### src/rtl/common_types_pkg.sv
// Shared AXI4-Lite response codes, controller state encoding and protection default.
package common_types_pkg;

  typedef enum logic [1:0] {
    OKAY   = 2'b00,
    EXOKAY = 2'b01,
    SLVERR = 2'b10,
    DECERR = 2'b11
  } axi_resp_t;

  typedef enum logic [2:0] {
    IDLE,
    RD_ADDR,
    RD_DATA,
    WR_REQ,
    WR_RESP,
    RESP
  } axi_ctrl_state_t;

  localparam logic [2:0] AXI_PROT_DEFAULT = 3'b000;

endpackage

### src/rtl/axi_lite_controller.sv
// Cache-side responder that turns single-word amif read/write requests into AXI4-Lite
// master transactions, one at a time. Define AXI_CTRL_ERR_EN to report SLVERR/DECERR on amif_err.
module axi_lite_controller
  import common_types_pkg::*;
#(
  parameter int ADDR_W = 32,
  parameter int DATA_W = 32
) (
  input  logic              clk,
  input  logic              nrst,
  input  logic              amif_read,
  input  logic              amif_write,
  input  logic [31:0]       amif_addr,
  input  logic [DATA_W-1:0] amif_store,
  input  logic              amif_done,
  output logic              amif_ready,
  output logic [DATA_W-1:0] amif_load,
`ifdef AXI_CTRL_ERR_EN
  output logic              amif_err,
`endif
  output logic [ADDR_W-1:0] m_axi_araddr,
  output logic              m_axi_arvalid,
  input  logic              m_axi_arready,
  output logic [2:0]        m_axi_arprot,
  input  logic [DATA_W-1:0] m_axi_rdata,
  input  logic [1:0]        m_axi_rresp,
  input  logic              m_axi_rvalid,
  output logic              m_axi_rready,
  output logic [ADDR_W-1:0] m_axi_awaddr,
  output logic              m_axi_awvalid,
  input  logic              m_axi_awready,
  output logic [2:0]        m_axi_awprot,
  output logic [DATA_W-1:0] m_axi_wdata,
  output logic [3:0]        m_axi_wstrb,
  output logic              m_axi_wvalid,
  input  logic              m_axi_wready,
  input  logic [1:0]        m_axi_bresp,
  input  logic              m_axi_bvalid,
  output logic              m_axi_bready
);

  axi_ctrl_state_t   r_state;
  logic [ADDR_W-1:0] r_addr;
  logic [DATA_W-1:0] r_wdata;
  logic [DATA_W-1:0] r_load;
  logic              r_arvalid, r_rready, r_awvalid, r_wvalid, r_bready, r_ready;
  logic              r_aw_done, r_w_done;

  logic              w_ar_hs, w_aw_hs, w_w_hs, w_aw_fin, w_w_fin, w_resp_close;
  logic [DATA_W-1:0] w_rd_data;

  assign w_ar_hs  = r_arvalid & m_axi_arready;
  assign w_aw_hs  = r_awvalid & m_axi_awready;
  assign w_w_hs   = r_wvalid & m_axi_wready;
  // A channel counts as finished if it completed earlier or completes this cycle.
  assign w_aw_fin = r_aw_done | w_aw_hs;
  assign w_w_fin  = r_w_done | w_w_hs;
  // Dropping both request lines abandons the response.
  assign w_resp_close = amif_done | ~(amif_read | amif_write);

`ifdef AXI_CTRL_ERR_EN
  logic w_rd_err, w_wr_err, r_err;

  assign w_rd_err  = axi_resp_t'(m_axi_rresp) != OKAY;
  assign w_wr_err  = axi_resp_t'(m_axi_bresp) != OKAY;
  assign w_rd_data = w_rd_err ? '0 : m_axi_rdata;

  always_ff @(posedge clk or negedge nrst) begin
    if (!nrst) begin
      r_err <= 1'b0;
    end else if (r_state == RD_DATA && m_axi_rvalid) begin
      r_err <= w_rd_err;
    end else if (r_state == WR_RESP && m_axi_bvalid) begin
      r_err <= w_wr_err;
    end else if (r_state == RESP && w_resp_close) begin
      r_err <= 1'b0;
    end
  end

  assign amif_err = r_err;
`else
  logic w_unused_resp;

  assign w_unused_resp = ^{m_axi_rresp, m_axi_bresp};
  assign w_rd_data     = m_axi_rdata;
`endif

  always_ff @(posedge clk or negedge nrst) begin
    if (!nrst) begin
      r_state   <= IDLE;
      r_addr    <= '0;
      r_wdata   <= '0;
      r_load    <= '0;
      r_arvalid <= 1'b0;
      r_rready  <= 1'b0;
      r_awvalid <= 1'b0;
      r_wvalid  <= 1'b0;
      r_bready  <= 1'b0;
      r_ready   <= 1'b0;
      r_aw_done <= 1'b0;
      r_w_done  <= 1'b0;
    end else begin
      case (r_state)
        IDLE: begin
          if (amif_read) begin
            r_addr    <= ADDR_W'(amif_addr);
            r_arvalid <= 1'b1;
            r_state   <= RD_ADDR;
          end else if (amif_write) begin
            r_addr    <= ADDR_W'(amif_addr);
            r_wdata   <= amif_store;
            r_awvalid <= 1'b1;
            r_wvalid  <= 1'b1;
            r_aw_done <= 1'b0;
            r_w_done  <= 1'b0;
            r_state   <= WR_REQ;
          end
        end
        RD_ADDR: begin
          if (w_ar_hs) begin
            r_arvalid <= 1'b0;
            r_rready  <= 1'b1;
            r_state   <= RD_DATA;
          end
        end
        RD_DATA: begin
          if (m_axi_rvalid) begin
            r_rready <= 1'b0;
            r_load   <= w_rd_data;
            r_ready  <= 1'b1;
            r_state  <= RESP;
          end
        end
        WR_REQ: begin
          if (w_aw_hs) begin
            r_awvalid <= 1'b0;
            r_aw_done <= 1'b1;
          end
          if (w_w_hs) begin
            r_wvalid <= 1'b0;
            r_w_done <= 1'b1;
          end
          if (w_aw_fin && w_w_fin) begin
            r_bready <= 1'b1;
            r_state  <= WR_RESP;
          end
        end
        WR_RESP: begin
          if (m_axi_bvalid) begin
            r_bready <= 1'b0;
            r_ready  <= 1'b1;
            r_state  <= RESP;
          end
        end
        RESP: begin
          if (w_resp_close) begin
            r_ready <= 1'b0;
            r_state <= IDLE;
          end
        end
        default: r_state <= IDLE;
      endcase
    end
  end

  assign amif_ready    = r_ready;
  assign amif_load     = r_load;
  assign m_axi_araddr  = r_addr;
  assign m_axi_arvalid = r_arvalid;
  assign m_axi_arprot  = AXI_PROT_DEFAULT;
  assign m_axi_rready  = r_rready;
  assign m_axi_awaddr  = r_addr;
  assign m_axi_awvalid = r_awvalid;
  assign m_axi_awprot  = AXI_PROT_DEFAULT;
  assign m_axi_wdata   = r_wdata;
  assign m_axi_wstrb   = 4'hF;
  assign m_axi_wvalid  = r_wvalid;
  assign m_axi_bready  = r_bready;

endmodule

### config.mk
export PLATFORM = sky130hd
export DESIGN_NAME = axi_lite_controller
export DESIGN_NICKNAME = d
export VERILOG_FILES = /design/src/rtl/common_types_pkg.sv /design/src/rtl/axi_lite_controller.sv
export SDC_FILE = /design/constraint.sdc
export NUM_CORES = 1
export LEC_CHECK = 0
export ABC_AREA = 1
export ABC_CLOCK_PERIOD_IN_PS = 1700
export BUFFER_PORTS_ARGS = -buffer_cell sky130_fd_sc_hd__clkbuf_2
export CORE_AREA = 4 4 122 95
export DETAILED_ROUTE_END_ITERATION = 7
export DIE_AREA = 0 0 126 99
export PLACE_DENSITY = 0.81
export SYNTH_ARGS = -nofsm -noshare
export SYNTH_HDL_FRONTEND = slang
export SYNTH_SLANG_ARGS = --single-unit
### constraint.sdc
create_clock -name clk -period 1.7 [get_ports clk]
set_input_delay 0.255 -clock clk [delete_from_list [all_inputs] [get_ports clk]]
set_output_delay 0.255 -clock clk [all_outputs]
set_load 0.01 [all_outputs]
==> impl_metrics.yaml <==
outcome:
  status: "finished with violations"
  failed_checks: "hold timing"
final_layout:
  final_area_mm2: 0.00599
  areaGrowthSynthToFinish_pct: 29.8
  layout-drive-gt1-share_pct: 36.6
  final_util_pct: 58.5
  diodes: 0
  layout.nets: 854
  final_cells: 885
grt:
  overflow: 0
  grt_max_degree: 108
  antenna_found_initial: 0
  grt_pass1_wl_mm: 18.6
  grt_usage_pct: 18.4
  grt_pass1_vias: 3805
yosys:
  syn-instance-count: 540
  synth.distinct_cells: 21
  ys_seq_area_share_pct: 58.0
  synth-seq-cells: 107
  ys_warn_count: 0
  syn_area_mm2: 0.00462
  syn_area_per_cell_um2: 8.55
worst_setup_path:
  cp.required_ns: 1.91
  crit_arrival_ns: 1.69
  crit_type: "reg2reg"
  end_kind: "flop"
  crit_path_start_kind: "flop"
  cp_max_fo: 36
floorplanning:
  die_y_um: 99
  io_pins: 254
  start_util_pct: 45.0
  die_x_um: 126
  core_mm2: 0.0102
  dieArea_mm2: 0.0125
  rows: 32
routing:
  ant_nets: 0
  vias_per_cell: 4.63
  vias: 4094
  wl_per_cell_um: 13.2
  drt_iter0_drc: 179
  drc_errors: 0
  routed_wl_mm: 11.7
  dr.pass1.iters: 5
placed_design:
  place_area_mm2: 0.00565
  port_buffers: 239
  place_hpwl_mm: 8.76
  globalplace.congestion: 0.831
  dp_cells: 869
timing:
  fmax_mhz: 675
  fin_skew_ns: 0.00443
  finalHoldViolations: 23
  fin_crit_ns: 1.48
  drv_slew: 0
  maxSlewHeadroom_pct: 62.2
  whs_ns: -0.0360
  tightest_slew_ns: 0.566
  setup_violations: 0
  rsz0062_at_grt: "false"
  fin_setup_tns_ns: 0
  fin_crit_sh_pct: 87.2
cts:
  cts_tree: "done"
  numCtsBuffers: 9
  ctsRootBufferMaster: "clkbuf_16"
  clock_path_buffers: 2
  clock_latency_ns: 0.33
  clk_pin_slew_worst_paths_ns: 0.07
  hold_buffers: 0
  cts_setup_buffers: 0
  cts_resized: 0
  cts_htree_levels: 3
  cts_num_sinks: 107
power:
  p_total_mw: 11.5
  p_per_area_mw_per_mm2: 1920
  p_leak_nw: 3.61
  peakVddDrop_mv: 1.02
min_path:
  min_path_type: "in2async"
job:
  drv_cap: 0
## routing by layer
| metal | share of wire [%] | global-route usage [%] | vias up |
|---|---|---|---|
| li1 | - | - | 2014 |
| met1 | 41 | 23.8 | 1913 |
| met2 | 50 | 30.7 | 156 |
| met3 | 7.5 | 5.31 | 11 |
| met4 | 1.0 | 4.29 | 0 |
| met5 | 0 | 0 | - |
## layout by cell type, fill, tap and decap left out, types with 7 or more instances in the layout
| master | instances |
|---|---|
| nand2_1 | 285 |
| clkbuf_2 | 238 |
| dfrtp_1 | 107 |
| nand3_1 | 39 |
| nor2_1 | 11 |
| conb_1 | 10 |
| buf_4 | 10 |
| inv_1 | 9 |
| clkbuf_16 | 9 |
| o21ai_0 | 7 |
## cell usage after synthesis (all sizes together)
| cell type | n | area (um^2) |
|---|---|---|
| dfrtp | 107 | 2680 |
| conb | 2 | 7.51 |
| nand3 | 40 | 213 |
| nor3 | 1 | 16.3 |
| clkinv | 1 | 3.75 |
| nand4 | 1 | 6.26 |
| nor2 | 12 | 47.6 |
| o21ai | 7 | 35.0 |
| nand2 | 286 | 1080 |
| clkbuf | 3 | 11.3 |
| a21oi | 3 | 15.0 |
| buf | 61 | 437 |
| o21a | 2 | 15.0 |
| inv | 14 | 55.1 |
## worst paths after layout
kind	startpoint	to	slack (ns)	cells past startpoint
min reg2reg	amif_load[13]	amif_load[13]	0.47	2
min in group clk	amif_store[20]	m_axi_wdata[20]	0.11	3
max in group asynchronous	nrst	m_axi_araddr[31]	1.28	2
min	nrst	m_axi_wdata[13]	-0.04	2
max	r_state[2]	r_w_done	0.22	6
max reg2reg	r_state[2]	r_w_done	0.22	6
## stage by stage
stage / hold slack (ns) / setup slack [ns]
final: -0.0360 / 0.218
after floorplan: -0.0406 / 0.430
after detailed placement: 0.373 / 0.213
after CTS: 0.00449 / 0.195
after global routing: 0.0218 / 0.0905
after global placement: 0.373 / 0.236
## power by group
part           total [mW]  switching (mW)  internal, mW  leakage (nW)
registers            4.53           0.790          3.74          1.33
logic                4.67            2.83          1.84          2.11
clock network        2.27           0.897          1.38         0.162
total                11.5            4.52          6.96          3.61
## state kept, by name (all words and copies together), names as in the netlist
name	count
m_axi_wvalid	1
m_axi_awvalid	1
m_axi_bready	1
m_axi_rready	1
amif_ready	1
r_state	3
r_w_done	1
m_axi_arvalid	1
r_aw_done	1
amif_load	32
m_axi_araddr	32
m_axi_wdata	32
## logic make-up after synthesis
logic type / count (synthesis) / synth area share (%)
AND/OR/NAND/NOR: 340 / 29.4
flip-flops: 107 / 58.0
buffers and inverters: 79 / 11.0
AO/OA/AOI/OAI: 12 / 1.41
other: 2 / 0.163
## cell type report
| type | count | area (um^2) |
|---|---|---|
| tap | 136 | 170 |
| inverter | 15 | 58.8 |
| clock buffer | 11 | 253 |
| fill | 960 | 4260 |
| multi-input combinational | 362 | 1460 |
| timing repair buffer | 249 | 1290 |
| clock inverter | 5 | 85.1 |
| sequential | 107 | 2680 |
## worst max-delay path, cell delays in order, from the launching register on
cell and delay, ns:
dfrtp_1 0.44, nor2_2 0.20, nand2_2 0.10, inv_2 0.11, nand3_4 0.09, inv_4 0.27
o21ai_0 0.13
(Power assumes the default switching activity.)
